### src/rtl/mem_port_arbiter.sv
// Arbitrates an instruction-fetch port and a data port onto one memory port,
// one transaction in flight, data-priority with a bounded fetch-starvation count.
module mem_port_arbiter #(
  parameter int unsigned MEM_LAT      = 1,
  parameter int unsigned STARVE_LIMIT = 4,
  parameter int unsigned MEM_BYTES    = 524288
) (
  input  logic        clk,
  input  logic        reset,
  input  logic        if_req,
  input  logic [63:0] if_addr,
  output logic        if_gnt,
  output logic        if_rvalid,
  output logic [31:0] if_rdata,
  input  logic        d_req,
  input  logic        d_we,
  input  logic [31:0] d_addr,
  input  logic [63:0] d_wdata,
  output logic        d_gnt,
  output logic        d_rvalid,
  output logic [63:0] d_rdata,
  output logic        d_err,
  output logic        mem_en,
  output logic        mem_we,
  output logic [63:0] mem_addr,
  output logic [63:0] mem_wdata,
  input  logic [63:0] mem_rdata,
  output logic        busy
);

  typedef enum logic [1:0] {IDLE, WAIT, RESP} state_t;

  state_t      r_state;
  state_t      w_next;
  logic [3:0]  r_cnt;
  logic [3:0]  r_starve;
  logic        r_is_fetch;
  logic        r_err;
  logic        r_we;
  logic [31:0] r_if_rdata;
  logic [63:0] r_d_rdata;
  logic        w_grant_if;
  logic        w_grant_d;
  logic        w_capture;
  logic        w_d_oor;
  logic [63:0] w_d_end;

  // End address is formed in 64 bits so a top-of-range d_addr cannot wrap into range.
  assign w_d_end = {32'd0, d_addr} + 64'd7;
  assign w_d_oor = (w_d_end >= 64'(MEM_BYTES));

  always_ff @(posedge clk or posedge reset) begin
    if (reset) r_state <= IDLE;
    else       r_state <= w_next;
  end

  // Grants are gated by reset so all outputs drop immediately on assertion.
  always_comb begin
    w_next     = r_state;
    w_grant_if = 1'b0;
    w_grant_d  = 1'b0;
    w_capture  = 1'b0;
    unique case (r_state)
      IDLE: begin
        if (!reset) begin
          if (if_req && (!d_req || (r_starve == 4'(STARVE_LIMIT)))) w_grant_if = 1'b1;
          else if (d_req)                                          w_grant_d  = 1'b1;
          if (if_req || d_req) w_next = WAIT;
        end
      end
      WAIT: begin
        if (r_cnt == 4'(MEM_LAT)) begin
          w_capture = 1'b1;
          w_next    = RESP;
        end
      end
      RESP:    w_next = IDLE;
      default: w_next = IDLE;
    endcase
  end

  always_ff @(posedge clk or posedge reset) begin
    if (reset) begin
      r_cnt      <= '0;
      r_starve   <= '0;
      r_is_fetch <= 1'b0;
      r_err      <= 1'b0;
      r_we       <= 1'b0;
      r_if_rdata <= '0;
      r_d_rdata  <= '0;
    end else begin
      if (w_grant_if) begin
        r_is_fetch <= 1'b1;
        r_err      <= 1'b0;
        r_we       <= 1'b0;
        r_starve   <= '0;
      end else if (w_grant_d) begin
        r_is_fetch <= 1'b0;
        r_err      <= w_d_oor;
        r_we       <= d_we;
        if (if_req && (r_starve != 4'(STARVE_LIMIT))) r_starve <= r_starve + 4'd1;
      end

      if (w_grant_if || w_grant_d) r_cnt <= 4'd1;
      else if (r_state == WAIT)    r_cnt <= r_cnt + 4'd1;

      if (w_capture) begin
        if (r_is_fetch)         r_if_rdata <= mem_rdata[31:0];
        else if (r_we || r_err) r_d_rdata  <= '0;
        else                    r_d_rdata  <= mem_rdata;
      end
    end
  end

  assign if_gnt    = w_grant_if;
  assign d_gnt     = w_grant_d;
  assign mem_en    = w_grant_if || (w_grant_d && !w_d_oor);
  assign mem_we    = w_grant_d && !w_d_oor && d_we;
  assign mem_addr  = w_grant_if ? if_addr : (w_grant_d ? {32'd0, d_addr} : '0);
  assign mem_wdata = w_grant_d ? d_wdata : '0;

  assign if_rvalid = (r_state == RESP) && r_is_fetch;
  assign d_rvalid  = (r_state == RESP) && !r_is_fetch;
  assign d_err     = d_rvalid && r_err;
  assign if_rdata  = r_if_rdata;
  assign d_rdata   = r_d_rdata;
  assign busy      = (r_state != IDLE);

endmodule

### config.mk
export PLATFORM = sky130hd
export DESIGN_NAME = mem_port_arbiter
export DESIGN_NICKNAME = d
export VERILOG_FILES = /design/src/rtl/mem_port_arbiter.sv
export SDC_FILE = /design/constraint.sdc
export NUM_CORES = 1
export LEC_CHECK = 0
export CORE_AREA = 3 3 179 181
export DETAILED_ROUTE_END_ITERATION = 6
export DIE_AREA = 0 0 182 184
export PLACE_DENSITY = 0.58
export SLEW_MARGIN = 25
export SYNTH_ARGS = -nofsm -noshare
export SYNTH_HDL_FRONTEND = slang
export SYNTH_SLANG_ARGS = --single-unit
### constraint.sdc
create_clock -name clk -period 6.15 [get_ports clk]
set_clock_uncertainty 0.15 [all_clocks]
set_input_delay 1.5375 -clock clk [delete_from_list [all_inputs] [get_ports clk]]
set_output_delay 1.5375 -clock clk [all_outputs]
set_load 0.02 [all_outputs]
==> metrics.md <==
| Metric | Value |
|---|---|
| Top_reg_cell synth | `dfrtp_1` |
| Final worst slack | `0.217 ns` |
| Syn avg cell area | `~8.6 um2` |
| Number of hold buffers added after CTS | `0` |
| PostCTS Resize Cnt | `0` |
| Register area share after synthesis | `47.7%` |
| Root Buffer | `clkbuf_16` |
| Synth-to-Final Area Change | `93.2%` |
| Distinct cells, synth | `45` |
| Critical Path Source Type | `primary input` |
| Ys Warns | `0` |
| Setup violators final | `0` |
| HPWL Detailed | `roughly 21000 um` |
| Period utilization | `around 96%` |
| FF/Latch Area | `between 0.002 and 0.003 mm2` |
| Core Area | `between 0.03 and 0.04 mm2` |
| Final WL | `26500 um` |
| RR Startpoint | `r_state[0]$_DFFE_PP0P_` |
| Cell Rows | `64` |
| Inst Count DP | `between 1000 and 1500` |
| Mapped Cells | `~670` |
| Util after Layout | `a little over a third` |
| Slew Limit Fails | `0` |
| CTS buffer count | `9` |
| Clock sink count | `approximately 110` |
| Post-synth EDFFs | `0` |
| Most Used Layer, Global Route | `met2` |
| Crit path capture type | `primary output` |
| M1 GR Usage | `between 15 and 20%` |
| Via density per instance | `between 4 and 5` |
| CP Class | `primary input to primary output` |
| Wire per inst | `17.6 um` |
| Cell area power density | `379 mW/mm2` |
| Worst Tran Pin Value | `between 0.8 and 0.9 ns` |
| Die height | `around 180 um` |
| 1st-iter DRT viols | `around 280` |
| Placed cell area | `0.0108 mm2` |
| Clk_lat worst skew | `between 0.3 and 0.4 ns` |
| Initial Utilization | `18.7%` |
| Vias in the first global route | `6344` |
| Pre-CTS setup slack | `0.153 ns` |
| Number of setup buffers added after CTS | `0` |
| Worst Path Max Fanout | `3` |
| CP required | `about 4.5 ns` |
| CTS clk-pin slew, worst paths | `around 0.080 ns` |
| Final Hold Vio Count | `0` |
| Peak Freq | `~0.17 GHz` |
| Reg2Reg Setup Slack | `between 3 and 4 ns` |
| Die width | `~180 um` |
| # nets final | `1338` |
| Yosys reg bits | `between 100 and 150` |
| RSZ-0062 raised after global routing | `false` |
| H-tree Lvls | `3` |
| M3 GR Usage | `5.80%` |
| Mapped Nets | `899` |
| Status | `completed` |
| Worst Hold Endpoint | `d_rdata[47]$_DFFE_PP0P_` |
| Largest net degree at the start of global routing | `68` |
| Die area | `around 0.033 mm2` |
| Post-Layout Cell Count | `1508` |
| Design area | `0.0110 mm2` |
| Routed Antenna Nets | `0` |
| DRT Pass-1 Iters | `4` |
| Hold_sp | `d_rdata[47]$_DFFE_PP0P_` |
| Commonest non-fill, non-tap cell in the layout | `clkdlybuf4s50_1` |
| GR Layer Usage met2 | `26.8%` |
| Multi-input logic area | `between 0.002 and 0.003 mm2` |
| CP Data Arrival Time | `4.25 ns` |
| R2R depth | `6` |
| Via count | `a little over 6000` |
| Maxcap violations | `0` |
| Min Tclk post-route | `just under 6 ns` |
| Cell Area, Synth | `0.00571 mm2` |
| GR Util All Layers | `roughly 15%` |
| Worst Hold Class | `flip-flop to flip-flop` |
| PortBufs | `460` |
| # fillers | `between 3000 and 4000` |
| First-pass GRT wire length | `roughly 39000 um` |
| # DRC | `0` |
| Share of layout cells above drive strength 1 | `4.68%` |
| Peak VDD IR | `146 uV` |
| Max clock buf depth | `2` |
| Leak Pwr | `between 4 and 5 nW` |
| GRT overflow | `0` |
| Setup TNS | `0 ns` |
| Rel. slew slack | `around 46%` |
| TritonCTS clock tree | `done` |
| Hold depth | `2` |
| Worst R2R End | `d_rdata[43]$_DFFE_PP0P_` |
| Most frequent cells in the layout | `clkdlybuf4s50_1, nand2_1, dfrtp_1` |
| Ys async rst share | `100%` |
| I/O pins | `461` |
| Initial antenna violation count | `2` |
| Placer Congestion | `0.817` |
-- per-stage QoR --
step | power, W | hold WS (ns)
2_1_floorplan | 0.00240 | 0.310
3_3_place_gp | 0.00364 | 0.298
3_5_place_dp | 0.00368 | 0.304
4_1_cts | 0.00427 | 0.323
5_1_grt | 0.00446 | 0.339
6_report | 0.00418 | 0.316
-- power breakdown --
part	switching, W	internal, W
Combinational	0.00127	0.00108
Clock	0.000291	0.000282
Sequential	0.000195	0.00107
-- Yosys cell counts, drive strengths merged, types with 3 or more instances --
cell type	instances	area (um2)
nor2b	3	18.8
buf	19	95.1
ha	4	50.1
xor2	3	26.3
nor2	13	48.8
dfrtp	109	2730
nand2	207	777
o21ai	5	25.0
mux2	34	387
nand3	70	350
clkbuf	25	93.8
inv	6	22.5
and2	98	613
nand4	7	65.1
mux2i	3	30.0
a21oi	34	170
nor3	3	20.0
-- cell type report --
class | count | area share [%]
Sequential cell | 109 | 24.7
Multi-Input combinational cell | 507 | 25.4
Clock buffer | 9 | 2.04
Antenna cell | 2 | 0.0453
Timing Repair Buffer | 472 | 42.5
Tap cell | 396 | 4.49
Clock inverter | 7 | 0.521
Inverter | 6 | 0.227
-- critical path, stage by stage --
cell             delay, ns
clkdlybuf4s50_1       0.47
nand4_1               0.16
or4_4                 0.57
nor4_4                0.28
mux2i_1               0.26
nand4_2               0.19
nor2_1                0.15
clkdlybuf4s50_1       0.62
-- sequential cells by signal (all words and copies together) (netlist names) --
name        flops
r_state         2
r_we            1
r_err           1
r_starve        4
r_cnt           4
if_rdata       32
d_rdata        64
r_is_fetch      1
-- routing by layer --
metal / wire [um] / up-vias
li1: - / 3052
met1: 10000 / 2873
met2: 13500 / 249
met3: 2550 / 18
met4: 361 / 2
met5: 12 / -
-- worst max path at each step --
stage / end / slack [ns] / from / depth (start not counted)
final: mem_we / 0.22 / d_addr[12] / 8
after global placement: mem_we / 0.22 / d_addr[12] / 8
after floorplan: mem_we / 1.36 / d_addr[3] / 6
after detailed placement: mem_we / 0.15 / d_addr[12] / 8
after global routing: mem_we / 0.09 / d_addr[12] / 8
after CTS: mem_we / 0.15 / d_addr[12] / 8
-- cells by family after synthesis --
logic type / synth area share, %
fa+ha+maj: 0.876
xor+xnor: 0.767
mux: 7.29
buf+inv: 3.70
flops: 47.7
compound gates: 4.84
simple gates: 34.8
No activity file was read; power rests on OpenSTA's default activity.
